<file path="config.mk">
export PLATFORM = sky130hd
export DESIGN_NAME = agc_level_monitor_flat
export DESIGN_NICKNAME = d
export VERILOG_FILES = /design/src/rtl/agc_level_monitor_if.sv /design/src/rtl/agc_level_monitor.sv /design/src/flat_wrapper.sv
export SDC_FILE = /design/constraint.sdc
export NUM_CORES = 1
export LEC_CHECK = 0
export ABC_AREA = 0
export CELL_PAD_IN_SITES_DETAIL_PLACEMENT = 2
export CELL_PAD_IN_SITES_GLOBAL_PLACEMENT = 2
export CORE_MARGIN = 2
export CORE_UTILIZATION = 36
export DETAILED_ROUTE_END_ITERATION = 8
export PLACE_DENSITY_LB_ADDON = 0.1
export SLEW_MARGIN = 20
export SYNTH_ARGS = -nofsm -noshare
export SYNTH_HDL_FRONTEND = slang
export SYNTH_SLANG_ARGS = --single-unit
</file>
<file path="constraint.sdc">
create_clock -name clk -period 2.43 [get_ports clk]
set_clock_uncertainty 0.05 [all_clocks]
set_input_delay 0.486 -clock clk [delete_from_list [all_inputs] [get_ports clk]]
set_output_delay 0.486 -clock clk [all_outputs]
set_load 0.01 [all_outputs]
</file>
<file path="src/rtl/agc_level_monitor_if.sv">
// Sample/result bundle between the AGC output stage and the level monitor.
// The master drives samples; the slave (the monitor) returns the window statistics.
interface agc_level_monitor_if #(
  parameter int DATA_W = 8
);
  logic              clk_enable;
  logic              clear;
  logic [DATA_W-1:0] In1;
  logic [DATA_W-1:0] peak_out;
  logic [DATA_W-1:0] mean_out;
  logic [7:0]        clip_count;
  logic              peak_valid;
  logic              win_active;

  modport master (
    output clk_enable, clear, In1,
    input  peak_out, mean_out, clip_count, peak_valid, win_active
  );

  modport slave (
    input  clk_enable, clear, In1,
    output peak_out, mean_out, clip_count, peak_valid, win_active
  );
endinterface

</file>
<file path="src/rtl/agc_level_monitor.sv">
// Windowed statistics on AGC output samples: peak |x|, mean |x| and clip count,
// published once per 2^WIN_LOG2 accepted samples.
module agc_level_monitor #(
  parameter int DATA_W      = 8,
  parameter int WIN_LOG2    = 8,
  parameter int CLIP_THRESH = 120
) (
  input logic                clk,
  input logic                reset,
  agc_level_monitor_if.slave bus
);
  localparam int            ACC_W  = DATA_W + WIN_LOG2;
  localparam [DATA_W-1:0]   CLIP_T = DATA_W'(CLIP_THRESH);

  logic [WIN_LOG2-1:0] cnt_q, cnt_d;
  logic [ACC_W-1:0]    acc_q, acc_d;
  logic [DATA_W-1:0]   run_peak_q, run_peak_d;
  logic [7:0]          run_clip_q, run_clip_d;
  logic                win_active_q, win_active_d;
  logic [DATA_W-1:0]   peak_q, peak_d;
  logic [DATA_W-1:0]   mean_q, mean_d;
  logic [7:0]          clip_q, clip_d;
  logic                valid_q, valid_d;

  logic [DATA_W-1:0]   mag;
  logic [DATA_W-1:0]   peak_new;
  logic [ACC_W-1:0]    acc_new;
  logic [7:0]          clip_new;

  always_comb begin
    // Unsigned DATA_W-bit magnitude: the most negative input maps to 2^(DATA_W-1).
    mag = bus.In1;
    if (bus.In1[DATA_W-1]) mag = ~bus.In1 + 1'b1;

    peak_new = (mag > run_peak_q) ? mag : run_peak_q;
    acc_new  = acc_q + {{WIN_LOG2{1'b0}}, mag};
    clip_new = run_clip_q;
    if (mag >= CLIP_T && run_clip_q != 8'hFF) clip_new = run_clip_q + 8'd1;

    cnt_d        = cnt_q;
    acc_d        = acc_q;
    run_peak_d   = run_peak_q;
    run_clip_d   = run_clip_q;
    win_active_d = win_active_q;
    peak_d       = peak_q;
    mean_d       = mean_q;
    clip_d       = clip_q;
    valid_d      = 1'b0;

    if (bus.clear) begin
      cnt_d        = '0;
      acc_d        = '0;
      run_peak_d   = '0;
      run_clip_d   = '0;
      win_active_d = 1'b0;
    end else if (bus.clk_enable) begin
      if (&cnt_q) begin
        // Publish including the closing sample and restart in the same edge.
        peak_d       = peak_new;
        mean_d       = acc_new[ACC_W-1 -: DATA_W];
        clip_d       = clip_new;
        valid_d      = 1'b1;
        cnt_d        = '0;
        acc_d        = '0;
        run_peak_d   = '0;
        run_clip_d   = '0;
        win_active_d = 1'b0;
      end else begin
        cnt_d        = cnt_q + 1'b1;
        acc_d        = acc_new;
        run_peak_d   = peak_new;
        run_clip_d   = clip_new;
        win_active_d = 1'b1;
      end
    end
  end

  always_ff @(posedge clk or posedge reset) begin
    if (reset) begin
      cnt_q        <= '0;
      acc_q        <= '0;
      run_peak_q   <= '0;
      run_clip_q   <= '0;
      win_active_q <= 1'b0;
      peak_q       <= '0;
      mean_q       <= '0;
      clip_q       <= '0;
      valid_q      <= 1'b0;
    end else begin
      cnt_q        <= cnt_d;
      acc_q        <= acc_d;
      run_peak_q   <= run_peak_d;
      run_clip_q   <= run_clip_d;
      win_active_q <= win_active_d;
      peak_q       <= peak_d;
      mean_q       <= mean_d;
      clip_q       <= clip_d;
      valid_q      <= valid_d;
    end
  end

  assign bus.peak_out   = peak_q;
  assign bus.mean_out   = mean_q;
  assign bus.clip_count = clip_q;
  assign bus.peak_valid = valid_q;
  assign bus.win_active = win_active_q;
endmodule

</file>
<file path="src/flat_wrapper.sv">
// flat-port wrapper written by rule: the top's interface ports become plain ports
module agc_level_monitor_flat 
#(
  parameter int DATA_W      = 8,
  parameter int WIN_LOG2    = 8,
  parameter int CLIP_THRESH = 120
)
  (clk, reset, bus_clk_enable, bus_clear, bus_In1, bus_peak_out, bus_mean_out, bus_clip_count, bus_peak_valid, bus_win_active);
  agc_level_monitor_if #(.DATA_W(DATA_W)) bus_i ();
  input logic clk;
  input logic reset;
  input wire logic [$bits(bus_i.clk_enable)-1:0] bus_clk_enable;
  input wire logic [$bits(bus_i.clear)-1:0] bus_clear;
  input wire logic [$bits(bus_i.In1)-1:0] bus_In1;
  output wire logic [$bits(bus_i.peak_out)-1:0] bus_peak_out;
  output wire logic [$bits(bus_i.mean_out)-1:0] bus_mean_out;
  output wire logic [$bits(bus_i.clip_count)-1:0] bus_clip_count;
  output wire logic [$bits(bus_i.peak_valid)-1:0] bus_peak_valid;
  output wire logic [$bits(bus_i.win_active)-1:0] bus_win_active;
  assign bus_i.clk_enable = bus_clk_enable;
  assign bus_i.clear = bus_clear;
  assign bus_i.In1 = bus_In1;
  assign bus_peak_out = bus_i.peak_out;
  assign bus_mean_out = bus_i.mean_out;
  assign bus_clip_count = bus_i.clip_count;
  assign bus_peak_valid = bus_i.peak_valid;
  assign bus_win_active = bus_i.win_active;
  agc_level_monitor #(.DATA_W(DATA_W), .WIN_LOG2(WIN_LOG2), .CLIP_THRESH(CLIP_THRESH)) u_core (.clk(clk), .reset(reset), .bus(bus_i));
endmodule
</file>
==> out/results.txt, run 1 <==
Status -> did not finish
Stage at which the run stopped -> 5_1_grt
Halt Reason -> [ERROR DPL-0033] detailed placement checks failed during check placement.
Endpoint pin with the least setup slack after global-route repair -> u_core.bus.peak_out[0]$_DFFE_PP0P_/D
Starting utilization of the core area -> 37.4%
Fraction of the yosys area taken by sequential cells -> 42.6%
Average instance area after synthesis -> 9.09 um^2
Number of placed instances, taps included -> 647
Post-synthesis net count -> 462
Post-synthesis cell area -> 3870 um^2
Maximum number of pins on one net before global-route repair -> 32
Number of synthesis warnings -> 0
Initial antenna violation count -> 0
Overall die height -> 108 um
Cells taking the most area after synthesis -> sky130_fd_sc_hd__dfrtp_1, sky130_fd_sc_hd__ha_1, sky130_fd_sc_hd__o21ai_0, sky130_fd_sc_hd__nand2_1, sky130_fd_sc_hd__a21oi_1
Pin type at the end of the worst path -> register input
Max clock buf depth -> 2
FF+latch count, synth -> 66
Most used DFF post-synth -> sky130_fd_sc_hd__dfrtp_1
H-tree Lvls -> 3
Distinct cells, synth -> 58
Synth top area share -> 42.6%
HPWL after detailed placement -> 10.0 mm
Number of instances in the synthesized netlist -> 426
Proportion of register bits with asynchronous set or reset after synthesis -> 100%
Biggest area consumer among synthesized cells -> sky130_fd_sc_hd__dfrtp_1
Rows -> 37
Number of enable-type register cells in the synthesized netlist -> 0
Horizontal extent of the die -> 108 um
Port buffer count -> 37
Root buffer cell -> sky130_fd_sc_hd__clkbuf_8
Count of boundary I/O pins -> 38
Most frequent cells after synthesis -> sky130_fd_sc_hd__dfrtp_1, sky130_fd_sc_hd__nand2_1, sky130_fd_sc_hd__o21ai_0, sky130_fd_sc_hd__nor2_1, sky130_fd_sc_hd__a21oi_1
CTS buffer count -> 9
Final GP Congestion -> 0.798
Clock Sinks -> 66
Most instantiated library cell after synthesis -> sky130_fd_sc_hd__dfrtp_1
-- logic make-up after synthesis --
| family | share of synthesized area [%] |
|---|---|
| flip-flops | 42.6 |
| XOR/XNOR | 4.72 |
| AND/OR/NAND/NOR | 17.3 |
| multiplexers | 1.07 |
| adder cells (fa/ha/maj) | 7.95 |
| AO/OA/AOI/OAI | 21.0 |
| buffers and inverters | 5.26 |
-- per-stage QoR --
stage	setup TNS [ps]	util (%)	cell area [um^2]	setup WS, ps	hold slack (ps)
CTS	-15.5	53.1	5500	-15.5	318
detailed placement	-53260	48.0	4970	-1300	420
global placement	-39410	48.0	4970	-886	408
floorplan	-408	-	3990	-141	405
-- timing repair --
action                                  4_1_cts
setup buffers                                10
endpoints found under the setup margin       53
pin swaps                                    27
resized for setup                            97
hold buffers                                  0
cloned                                        0
==> inputs of run 2 (changes only) <==
CELL_PAD_IN_SITES_DETAIL_PLACEMENT = default   (was 2)
CELL_PAD_IN_SITES_GLOBAL_PLACEMENT = default   (was 2)
CORE_UTILIZATION = 40   (was 36)
PLACE_DENSITY_LB_ADDON = 0.15   (was 0.1)
==> out/results.txt, run 2 <==
Final max-slew violation count -> 0
Fraction of final layout cells sized beyond drive strength 1 -> 29.5%
FF+latch count, synth -> 66 (unchanged)
Clock Sinks -> 66 (unchanged)
Transition time at the pin with the least slew margin -> 535 ps
Horizontal extent of the die -> 102 um (-4.9%)
Post-synthesis cell area -> 3870 um^2 (unchanged)
CTS buffer count -> 9 (unchanged)
Clock transition at the register clock pins on the worst setup and hold paths after CTS -> 70 ps
Clock power frac -> 35.1%
Register with the most flip-flops -> u_core.acc_q
Antenna Violating Nets Remaining -> 0
HPWL after detailed placement -> 6.66 mm (-33%)
Met3 track utilization from global routing -> 4.51%
Hold/Removal Path Class -> reg -> reg
Number of instances in the synthesized netlist -> 426 (unchanged)
Average wire per cell in the routed design -> 14.5 um
Rows -> 35 (-5.4%)
Highest-count cells in the layout ignoring fill and taps -> sky130_fd_sc_hd__buf_4, sky130_fd_sc_hd__dfrtp_1, sky130_fd_sc_hd__nand2_1, sky130_fd_sc_hd__o21ai_0, sky130_fd_sc_hd__clkdlybuf4s50_1
Final Cycle Share -> 96.9%
Distinct cells, synth -> 58 (unchanged)
Capturing element type of the critical path -> register
Largest fanout of any net on the critical path -> 5
Average instance area after synthesis -> 9.09 um^2 (unchanged)
Maximum number of pins on one net before global-route repair -> 67
Internal Power -> 2.12 mW
Number of flip-flops under the largest register name -> 16
Net total in the final layout -> 561
H-tree Lvls -> 3 (unchanged)
Global-route layer with the greatest usage -> met2
Root buffer cell -> sky130_fd_sc_hd__clkbuf_8
Initial DRC Count -> 127
Startpoint types -> input port
Synth top area share -> 42.6% (unchanged)
Cell leakage power -> 2.36 nW
Arrival time worst endpoint -> 2550 ps
Min Tclk post-route -> 2360 ps
Register area -> 1650 um^2
Global-route track usage on met1 -> 25.8%
Overall die height -> 102 um (-4.9%)
Maximum vdd ir drop -> 425 uV
Area of the multi-input gates -> 2380 um^2
GR Layer Usage met2 -> 32.3%
Ant diodes -> 0
Die footprint -> 10500 um^2
DRC errors left -> 0
Net switching power figure -> 0.846 mW
Filler cell count -> 821
Global-route wire length before repair -> 16.0 mm
Max clock buf depth -> 2 (unchanged)
Total via count after detailed routing -> 3496
Endpoints failing hold -> 0
Proportion of register bits with asynchronous set or reset after synthesis -> 100% (unchanged)
Status -> finished clean
Fraction of power consumed by sequential logic -> 39.6%
Wirelength, routed -> 9.56 mm
Final setup violation count -> 0
Initial antenna violation count -> 0
Most frequent cells after synthesis -> sky130_fd_sc_hd__dfrtp_1, sky130_fd_sc_hd__nand2_1, sky130_fd_sc_hd__o21ai_0, sky130_fd_sc_hd__nor2_1, sky130_fd_sc_hd__a21oi_1
Most used DFF post-synth -> sky130_fd_sc_hd__dfrtp_1
Number of enable-type register cells in the synthesized netlist -> 0 (unchanged)
Total routing resource utilization after global routing -> 19.6%
Signed area change from the synthesized netlist to the final layout -> 41.7%
Number of global-route vias before repair -> 3371
Number of detailed-route iterations in the first pass -> 4
Maximum Capacitance Violations -> 0
Power Dens Cells -> 540 nW/um^2
Max-slew headroom at the worst pin -> 64.4%
Area of the core region -> 9330 um^2
Data required time at the worst endpoint -> 2620 ps
TritonCTS clock tree -> built
Insertion delay to the later sink of the worst-skew pair -> 350 ps
Number of placed instances, taps included -> 638 (-1.4%)
Final GP Congestion -> 0.853 (+6.9%)
Via density per instance -> 5.31
Most instantiated library cell after synthesis -> sky130_fd_sc_hd__dfrtp_1
Port buffer count -> 37 (unchanged)
Biggest area consumer among synthesized cells -> sky130_fd_sc_hd__dfrtp_1
Fraction of the yosys area taken by sequential cells -> 42.6% (unchanged)
Comb pwr share -> 25.3%
Final-layout setup total negative slack -> 0 ps
Timing-limited maximum frequency -> 425 MHz
Count of boundary I/O pins -> 38 (unchanged)
RSZ-0062 raised after global routing -> true
Crit Path Class -> in -> reg
Congestion Overflow GR -> 0
Number of synthesis warnings -> 0 (unchanged)
Switching share of power -> 28.5%
Final standard cell count with taps included and fillers excluded -> 658
Post-synthesis net count -> 462 (unchanged)
Starting utilization of the core area -> 41.5% (+4.2 points)
WHS -> 429 ps
Cells taking the most area after synthesis -> sky130_fd_sc_hd__dfrtp_1, sky130_fd_sc_hd__ha_1, sky130_fd_sc_hd__o21ai_0, sky130_fd_sc_hd__nand2_1, sky130_fd_sc_hd__a21oi_1
run 2: cell counts after synthesis:
Identical to the previous run, type by type.
run 2: kinds of logic after synthesis:
family	Yosys count	synth area share [%]
adder cells (fa/ha/maj)	24	7.95
multiplexers	4	1.07
AND/OR/NAND/NOR	135	17.3
AO/OA/AOI/OAI	134	21.0
flip-flops	66	42.6
XOR/XNOR	20	4.72
buffers and inverters	43	5.26
run 2: power by group through the flow:
stage | Combinational (mW) | Clock, mW | Sequential (mW)
finish | 0.749 | 1.04 | 1.17
global route | 0.827 | 1.10 | 1.18
CTS | 0.673 | 1.07 | 1.17
detailed placement | 0.635 | 0 | 1.19
global placement | 0.626 | 0 | 1.19
floorplan | 0.368 | 0 | 1.18
run 2: area by class of cell:
| type | instances | area share (%) |
|---|---|---|
| Tap cell | 129 | 2.94 |
| Multi-Input combinational cell | 317 | 43.4 |
| Clock inverter | 5 | 1.44 |
| Clock buffer | 10 | 2.51 |
| Inverter | 23 | 1.94 |
| Timing Repair Buffer | 108 | 17.7 |
| Sequential cell | 66 | 30.1 |
run 2: layer usage:
metal  vias up  wire (um)
met5         -          0
met4         0        146
met3        12        385
met2        86       4630
met1      1674       4390
li1       1724          -
run 2: path summary, 6_finish.rpt:
| check | slack, ps | depth (start not counted) | to | startpoint |
|---|---|---|---|---|
| max | 70 | 11 | u_core.acc_q[10]$_DFFE_PP0P_ | bus_In1[2] |
| min | 430 | 2 | u_core.bus.mean_out[3]$_DFFE_PP0P_ | u_core.bus.mean_out[3]$_DFFE_PP0P_ |
| max reg2reg | 270 | 10 | u_core.acc_q[10]$_DFFE_PP0P_ | u_core.acc_q[0]$_DFFE_PP0P_ |
| min reg2reg | 430 | 2 | u_core.bus.mean_out[3]$_DFFE_PP0P_ | u_core.bus.mean_out[3]$_DFFE_PP0P_ |
| max in group asynchronous | 1540 | 3 | u_core.cnt_q[4]$_DFFE_PP0P_ | reset |
| min in group asynchronous | 460 | 3 | u_core.bus.peak_out[3]$_DFFE_PP0P_ | reset |
run 2: per-stage QoR:
| step | setup slack (ps) | total power, mW | util [%] | area, um^2 |
|---|---|---|---|---|
| finish | 74.6 | 2.96 | 58.9 | 5490 |
| CTS | 5.63 | 2.91 | 56.6 | 5280 |
| global route | -23.4 | 3.11 | 58.9 | 5490 |
| global placement | -933 | 1.81 | 53.1 | 4950 |
| detailed placement | -957 | 1.82 | 53.1 | 4950 |
| floorplan | -141 | 1.55 | - | 3990 |
run 2: worst max-delay path: stages:
cell                       delay, ps
sky130_fd_sc_hd__buf_8           110
sky130_fd_sc_hd__nor4_4          350
sky130_fd_sc_hd__a21oi_4         120
sky130_fd_sc_hd__xor2_4          200
sky130_fd_sc_hd__ha_4            310
sky130_fd_sc_hd__and3_4          200
sky130_fd_sc_hd__o211ai_1        110
sky130_fd_sc_hd__buf_4           170
sky130_fd_sc_hd__a21oi_4         180
sky130_fd_sc_hd__o21ai_1          90
sky130_fd_sc_hd__a22o_1          210
run 2: timing repair:
action	4_1_cts	5_1_grt
pin swaps	19	29
gates cloned	0	0
gates resized for setup	44	55
buffers inserted	3	3
setup endpoints to repair	52	35
hold buffers	0	0
(Power assumes the default switching activity.)
==> inputs of run 3 (changes only) <==
HOLD_SLACK_MARGIN = 0.15   (was default)
==> results of run 3 <==
Final layout, timing and power as in run 2 (identical DEF).
